==> src/rtl/rs_pool.sv <==
// rs_pool: reservation-station pool that snoops NUM_CDB result buses and issues ready ops to one function unit.
// Define RS_AGE_ORDER_EN for oldest-ready selection through an age matrix; the default selects the lowest-index ready entry.
module rs_pool #(
    parameter int NUM_RS   = 4,
    parameter int DATA_W   = 16,
    parameter int TAG_W    = 4,
    parameter int TAG_BASE = 0,
    parameter int NUM_CDB  = 2
) (
    input  logic                         clk,
    input  logic                         rst_n,
    input  logic                         flush,
    input  logic                         alloc_valid,
    output logic                         alloc_ready,
    input  logic [3:0]                   alloc_op,
    input  logic [3:0]                   alloc_dst,
    input  logic [DATA_W-1:0]            alloc_v0,
    input  logic [DATA_W-1:0]            alloc_v1,
    input  logic                         alloc_rdy0,
    input  logic                         alloc_rdy1,
    input  logic [TAG_W-1:0]             alloc_src0,
    input  logic [TAG_W-1:0]             alloc_src1,
    output logic [TAG_W-1:0]             alloc_tag,
    output logic [$clog2(NUM_RS+1)-1:0]  filled,
    input  logic [NUM_CDB-1:0]           cdb_valid,
    input  logic [NUM_CDB*TAG_W-1:0]     cdb_tag,
    input  logic [NUM_CDB*DATA_W-1:0]    cdb_data,
    output logic                         issue_valid,
    input  logic                         issue_ready,
    output logic [3:0]                   issue_op,
    output logic [3:0]                   issue_dst,
    output logic [TAG_W-1:0]             issue_tag,
    output logic [DATA_W-1:0]            issue_v0,
    output logic [DATA_W-1:0]            issue_v1
);
    localparam int IW = (NUM_RS > 1) ? $clog2(NUM_RS) : 1;
    localparam int CW = $clog2(NUM_RS + 1);
    localparam logic [TAG_W-1:0] NO_SRC = '1;

    typedef struct packed {
        logic              busy;
        logic [3:0]        op;
        logic [3:0]        dst;
        logic              rdy0;
        logic              rdy1;
        logic [TAG_W-1:0]  src0;
        logic [TAG_W-1:0]  src1;
        logic [DATA_W-1:0] v0;
        logic [DATA_W-1:0] v1;
    } ent_t;

    ent_t              ent_q [NUM_RS];
    ent_t              ent_d [NUM_RS];
    logic              hold_q, hold_d;
    logic [IW-1:0]     hold_idx_q, sel_idx, pick, free_idx;
    logic [NUM_RS-1:0] cand;
    logic [CW-1:0]     busy_cnt;
    logic              alloc_fire, issue_fire;

    // {hit, data}: lowest-numbered matching bus wins; the all-ones tag never matches
    function automatic logic [DATA_W:0] snoop(input logic [TAG_W-1:0] src);
        snoop = '0;
        for (int k = NUM_CDB - 1; k >= 0; k--)
            if (cdb_valid[k] && src != NO_SRC && cdb_tag[k*TAG_W +: TAG_W] == src)
                snoop = {1'b1, cdb_data[k*DATA_W +: DATA_W]};
    endfunction

    always_comb begin
        free_idx = '0;
        busy_cnt = '0;
        cand     = '0;
        for (int i = NUM_RS - 1; i >= 0; i--) begin
            if (!ent_q[i].busy) free_idx = IW'(i);
            busy_cnt = busy_cnt + CW'(ent_q[i].busy);
            cand[i]  = ent_q[i].busy && ent_q[i].rdy0 && ent_q[i].rdy1;
        end
    end

`ifdef RS_AGE_ORDER_EN
    localparam int AW = (NUM_RS > 1) ? NUM_RS * (NUM_RS - 1) / 2 : 1;
    // bit pidx(i,j), i<j, is set when entry i was allocated before entry j
    logic [AW-1:0]     age_q, age_d;
    logic [NUM_RS-1:0] win;

    function automatic int pidx(input int i, input int j);
        return i * NUM_RS - i * (i + 1) / 2 + j - i - 1;
    endfunction

    always_comb begin
        win   = cand;
        pick  = '0;
        age_d = age_q;
        for (int i = 0; i < NUM_RS; i++)
            for (int j = i + 1; j < NUM_RS; j++) begin
                if (cand[i] && cand[j]) begin
                    if (age_q[pidx(i, j)]) win[j] = 1'b0;
                    else win[i] = 1'b0;
                end
                if (alloc_fire && free_idx == IW'(i)) age_d[pidx(i, j)] = 1'b0;
                else if (alloc_fire && free_idx == IW'(j)) age_d[pidx(i, j)] = 1'b1;
            end
        for (int i = NUM_RS - 1; i >= 0; i--)
            if (win[i]) pick = IW'(i);
        if (flush) age_d = '0;
    end

    always_ff @(posedge clk or negedge rst_n)
        if (!rst_n) age_q <= '0;
        else age_q <= age_d;
`else
    always_comb begin
        pick = '0;
        for (int i = NUM_RS - 1; i >= 0; i--)
            if (cand[i]) pick = IW'(i);
    end
`endif

    assign issue_valid = hold_q || (|cand);
    assign sel_idx     = hold_q ? hold_idx_q : pick;
    assign alloc_ready = busy_cnt != CW'(NUM_RS);
    assign alloc_fire  = alloc_valid && alloc_ready && !flush;
    assign issue_fire  = issue_valid && issue_ready && !flush;
    assign hold_d      = !flush && issue_valid && !issue_ready;
    assign filled      = busy_cnt;
    assign alloc_tag   = TAG_W'(TAG_BASE) + TAG_W'(free_idx);
    assign issue_tag   = issue_valid ? TAG_W'(TAG_BASE) + TAG_W'(sel_idx) : '0;
    assign issue_op    = issue_valid ? ent_q[sel_idx].op : '0;
    assign issue_dst   = issue_valid ? ent_q[sel_idx].dst : '0;
    assign issue_v0    = issue_valid ? ent_q[sel_idx].v0 : '0;
    assign issue_v1    = issue_valid ? ent_q[sel_idx].v1 : '0;

    always_comb begin
        ent_d = ent_q;
        for (int i = 0; i < NUM_RS; i++) begin
            if (ent_q[i].busy && !ent_q[i].rdy0) {ent_d[i].rdy0, ent_d[i].v0} = snoop(ent_q[i].src0);
            if (ent_q[i].busy && !ent_q[i].rdy1) {ent_d[i].rdy1, ent_d[i].v1} = snoop(ent_q[i].src1);
            if (flush || (issue_fire && sel_idx == IW'(i))) ent_d[i].busy = 1'b0;
        end
        if (alloc_fire) begin
            ent_d[free_idx].busy = 1'b1;
            ent_d[free_idx].op   = alloc_op;
            ent_d[free_idx].dst  = alloc_dst;
            ent_d[free_idx].src0 = alloc_src0;
            ent_d[free_idx].src1 = alloc_src1;
            {ent_d[free_idx].rdy0, ent_d[free_idx].v0} = alloc_rdy0 ? {1'b1, alloc_v0} : snoop(alloc_src0);
            {ent_d[free_idx].rdy1, ent_d[free_idx].v1} = alloc_rdy1 ? {1'b1, alloc_v1} : snoop(alloc_src1);
        end
    end

    always_ff @(posedge clk or negedge rst_n)
        if (!rst_n) begin
            for (int i = 0; i < NUM_RS; i++) ent_q[i] <= '0;
            hold_q     <= 1'b0;
            hold_idx_q <= '0;
        end else begin
            ent_q      <= ent_d;
            hold_q     <= hold_d;
            hold_idx_q <= sel_idx;
        end
endmodule
==> config.mk <==
export PLATFORM = sky130hd
export DESIGN_NAME = rs_pool
export DESIGN_NICKNAME = d
export VERILOG_FILES = /design/src/rtl/rs_pool.sv
export SDC_FILE = /design/constraint.sdc
export NUM_CORES = 1
export LEC_CHECK = 0
export ABC_CLOCK_PERIOD_IN_PS = 3400
export CORE_ASPECT_RATIO = 1.2
export CORE_MARGIN = 4
export CORE_UTILIZATION = 45
export DETAILED_ROUTE_END_ITERATION = 7
export PLACE_DENSITY = 0.71
export SLEW_MARGIN = 20
export SYNTH_ARGS = -nofsm -noshare
export SYNTH_HDL_FRONTEND = slang
export SYNTH_SLANG_ARGS = --single-unit
==> constraint.sdc <==
create_clock -name clk -period 3.4 [get_ports clk]
set_input_delay 0.51 -clock clk [delete_from_list [all_inputs] [get_ports clk]]
set_output_delay 0.51 -clock clk [all_outputs]
set_load 0.005 [all_outputs]
==> metrics.csv <==
stage,metric,value,unit
yosys,synth-edff-count,0,
final_layout,nFillCells,2485,
drt,drcViolationCount,4,
clock_tree,cts_max_level,1,
sta,fin_tns_setup,-46.7,ps
power,leakage,7.52,nW
placement,dp.cells,2035,
clock_tree,cts.reportedPaths.clkPinSlew,60,ps
critical_path,crit_chain,buf_6 > and3_4 > o211a_1 > o22a_4 > buf_4 > clkbuf_16 > a222oi_1 > nand2_1 > dlygate4sd2_1,
yosys,synth_warnings,0,
global_route,antenna_found_initial,1,
clock_tree,cts_tree,done,
drt,totalWireLength,52500,um
sta,fin_skew,25.9,ps
yosys,yosysSeqAreaShare,0.401,
power,pwr-share-clk,0.334,
critical_path,worst_setup_path_start_kind,register,
critical_path,crit_slowest_cell,dfrtp_1,
yosys,synthTopCellsByArea,"dfrtp_1 40%, nand2_1 13%, a221o_1 6.2%, xnor2_1 3.3%, nand3_1 3.3%",
die,ioPinCount,150,
yosys,synth_seq_cells,207,
placement,hpwl,32400,um
clock_tree,cts_sinks,207,
critical_path,r2r_cells,10,
global_route,grt_max_degree,81,
power,seqPwrFrac,0.406,
critical_path,r2r_end,ent_q[80],
yosys,synth_cell_types,69,
sta,finalSetupViolCount,2,
critical_path,ff2ff_setup_slack,130,ps
drt,via_per_inst,6.57,
yosys,synth_area_per_cell,8.22,um^2
clock_tree,cts.path.max_buffers,3,
critical_path,worst-path-max-fanout,10,
die,core.rowCount,67,
drt,drtIter0Drc,1758,
sta,setup_slack,-38.3,ps
die,die-height,194,um
final_layout,fin_area,16400,um^2
die,start_util,0.459,
final_layout,area_growth,27.2,%
sta,slew-limit-headroom,0.413,
status,outcome,finished with violations,
critical_path,cp_data_arrival_time,2930,ps
clock_tree,cts-root-buf,clkbuf_16,
final_layout,nNetsFinal,1811,
drt,firstDrtPassIters,8,
yosys,ys.flop_type,dfrtp_1,
final_layout,drive_gt1_frac,0.113,
sta,hold_viol_final,0,
die,core_area,28200,um^2
final_layout,final_common_cell,nand2_1,
critical_path,r2r-start,ent_q[50],
power,power.switching,2.67,mW
power,ir_drop,0.433,mV
placement,port_buffers,145,
final_layout,final_cell_mix,"452 x nand2_1, 207 x dfrtp_1, 104 x clkdlybuf4s50_1, 93 x buf_4, 82 x nand3_1",
critical_path,cp.required,2890,ps
sta,drv_slew,0,
clock_tree,clkLatencyLatePin,540,ps
drt,ant_nets,0,
power,combPwrFrac,0.260,
die,fp.dieW,163,um
status,violations,"DRC, setup timing",
critical_path,crit_path_max_incr_delay,410,ps
critical_path,crit_type,reg2out,
sta,tightest_slew,881,ps
power,p_sw_frac,0.319,
flow_run,cap_violations,0,
final_layout,layout.cells.non_filler,2107,
sta,max_freq,291,MHz
yosys,synth.largest_area_cell,dfrtp_1,
sta,fin_hold_ws,473,ps
placement,postPlaceCellArea,15100,um^2
power,power_density,509,nW/um^2
yosys,synth_area,12900,um^2
yosys,yosys.area.top_type_share,0.401,
min_path,holdPathStages,2,
global_route,overflow,0,
critical_path,critPathCaptureType,output port,
sta,rsz0062_at_grt,yes,
drt,via_count,13849,
yosys,async_reset_ff_frac,1.00,
sta,layout_min_cycle_time,3440,ps
drt,wl_per_cell,24.9,um
placement,gp_congestion,0.970,
yosys,synth_cells,1572,
die,die_area,31500,um^2
global_route,track_usage,0.315,
sta,finalCritPeriodShare,1.01,
global_route,grt_pass1_wl,78800,um
power,p_int,5.69,mW
global_route,first_global_vias,13731,
clock_tree,numCtsBuffers,24,
min_path,hp-class,reg2reg,
-- power groups by stage --
stage	logic, mW	registers (mW)	clock network (mW)
global route	2.37	3.46	2.93
global placement	1.99	3.40	0
detailed placement	2.05	3.42	0
floorplan	1.33	3.31	0
finish	2.17	3.40	2.79
CTS	2.11	3.38	2.81
-- critical path: cells and delay by family (launching register included) --
family	cells	cell delay (ps)
AO/OA/AOI/OAI	3	890
buffers and inverters	4	770
flip-flops	1	410
AND/OR/NAND/NOR	2	320
-- how the worst max path moves through the flow --
stage                           from  cells past startpoint            to
final                     ent_q[101]                      9   issue_v0[7]
after global routing      ent_q[203]                      9  issue_v1[15]
after CTS                 ent_q[101]                      8   issue_v0[0]
after detailed placement   ent_q[50]                      9     ent_q[25]
after global placement     ent_q[50]                      9     ent_q[30]
after floorplan            ent_q[50]                     11     ent_q[18]
-- cells by family after synthesis --
logic type                 count (synthesis)  synth area share
buffers and inverters                    167            0.0547
AOI/OAI and AO/OA                        381             0.233
other                                      1          0.000290
adders and majority gates                  5           0.00542
DFF                                      207             0.401
and+or+nand+nor                          735             0.254
xor gates and xnor gates                  76            0.0515
-- what timing repair did --
action	CTS	global route
resized for setup	36	23
buffers inserted	5	12
endpoints found under the hold margin	25	0
pin swaps	10	17
setup endpoints to repair	46	32
gates cloned	5	4
hold buffers	1	0
-- through the flow --
step	utilization	total power, mW	setup slack (ps)
2_1_floorplan	-	4.64	125
3_3_place_gp	0.536	5.40	118
3_5_place_dp	0.536	5.47	-38.6
4_1_cts	0.574	8.30	-45.2
5_1_grt	0.584	8.76	-83.3
6_report	0.584	8.36	-38.3
-- cell usage after synthesis, types with 3 or more instances --
library cell / n
a211oi_1: 5
a21oi_1: 40
a221o_1: 80
a222oi_1: 40
a22oi_1: 4
a31o_2: 4
a31oi_1: 19
a41oi_1: 5
and2_1: 25
and3_1: 6
buf_1: 24
buf_2: 22
buf_4: 6
buf_6: 4
clkbuf_1: 101
dfrtp_1: 207
ha_1: 4
inv_1: 9
nand2_1: 453
nand2b_1: 28
nand3_1: 84
nand4_1: 30
nor2_1: 38
nor2b_1: 3
nor3_1: 33
nor3b_1: 3
nor4_1: 3
o2111ai_1: 19
o21ai_0: 68
o21ai_1: 3
o221ai_1: 38
o221ai_2: 7
o22ai_1: 18
o311ai_0: 4
or4_1: 16
xnor2_1: 49
xor2_1: 27
-- cell type report --
type | count | area [um^2] | share of cell area
antenna | 1 | 2.50 | 0.000152
timing repair buffer | 265 | 2730 | 0.166
sequential | 207 | 5180 | 0.315
multi-input combinational | 1201 | 7160 | 0.436
tap | 379 | 474 | 0.0288
clock buffer | 34 | 708 | 0.0431
clock inverter | 10 | 144 | 0.00875
inverter | 10 | 37.5 | 0.00228
-- layer usage --
layer / share of wire / vias up / track usage
li1: - / 6020 / -
met1: 0.36 / 6488 / 0.388
met2: 0.44 / 1038 / 0.502
met3: 0.12 / 303 / 0.0778
met4: 0.074 / 0 / 0.179
met5: 0 / - / 0
Power figures use the tool's default switching activity.
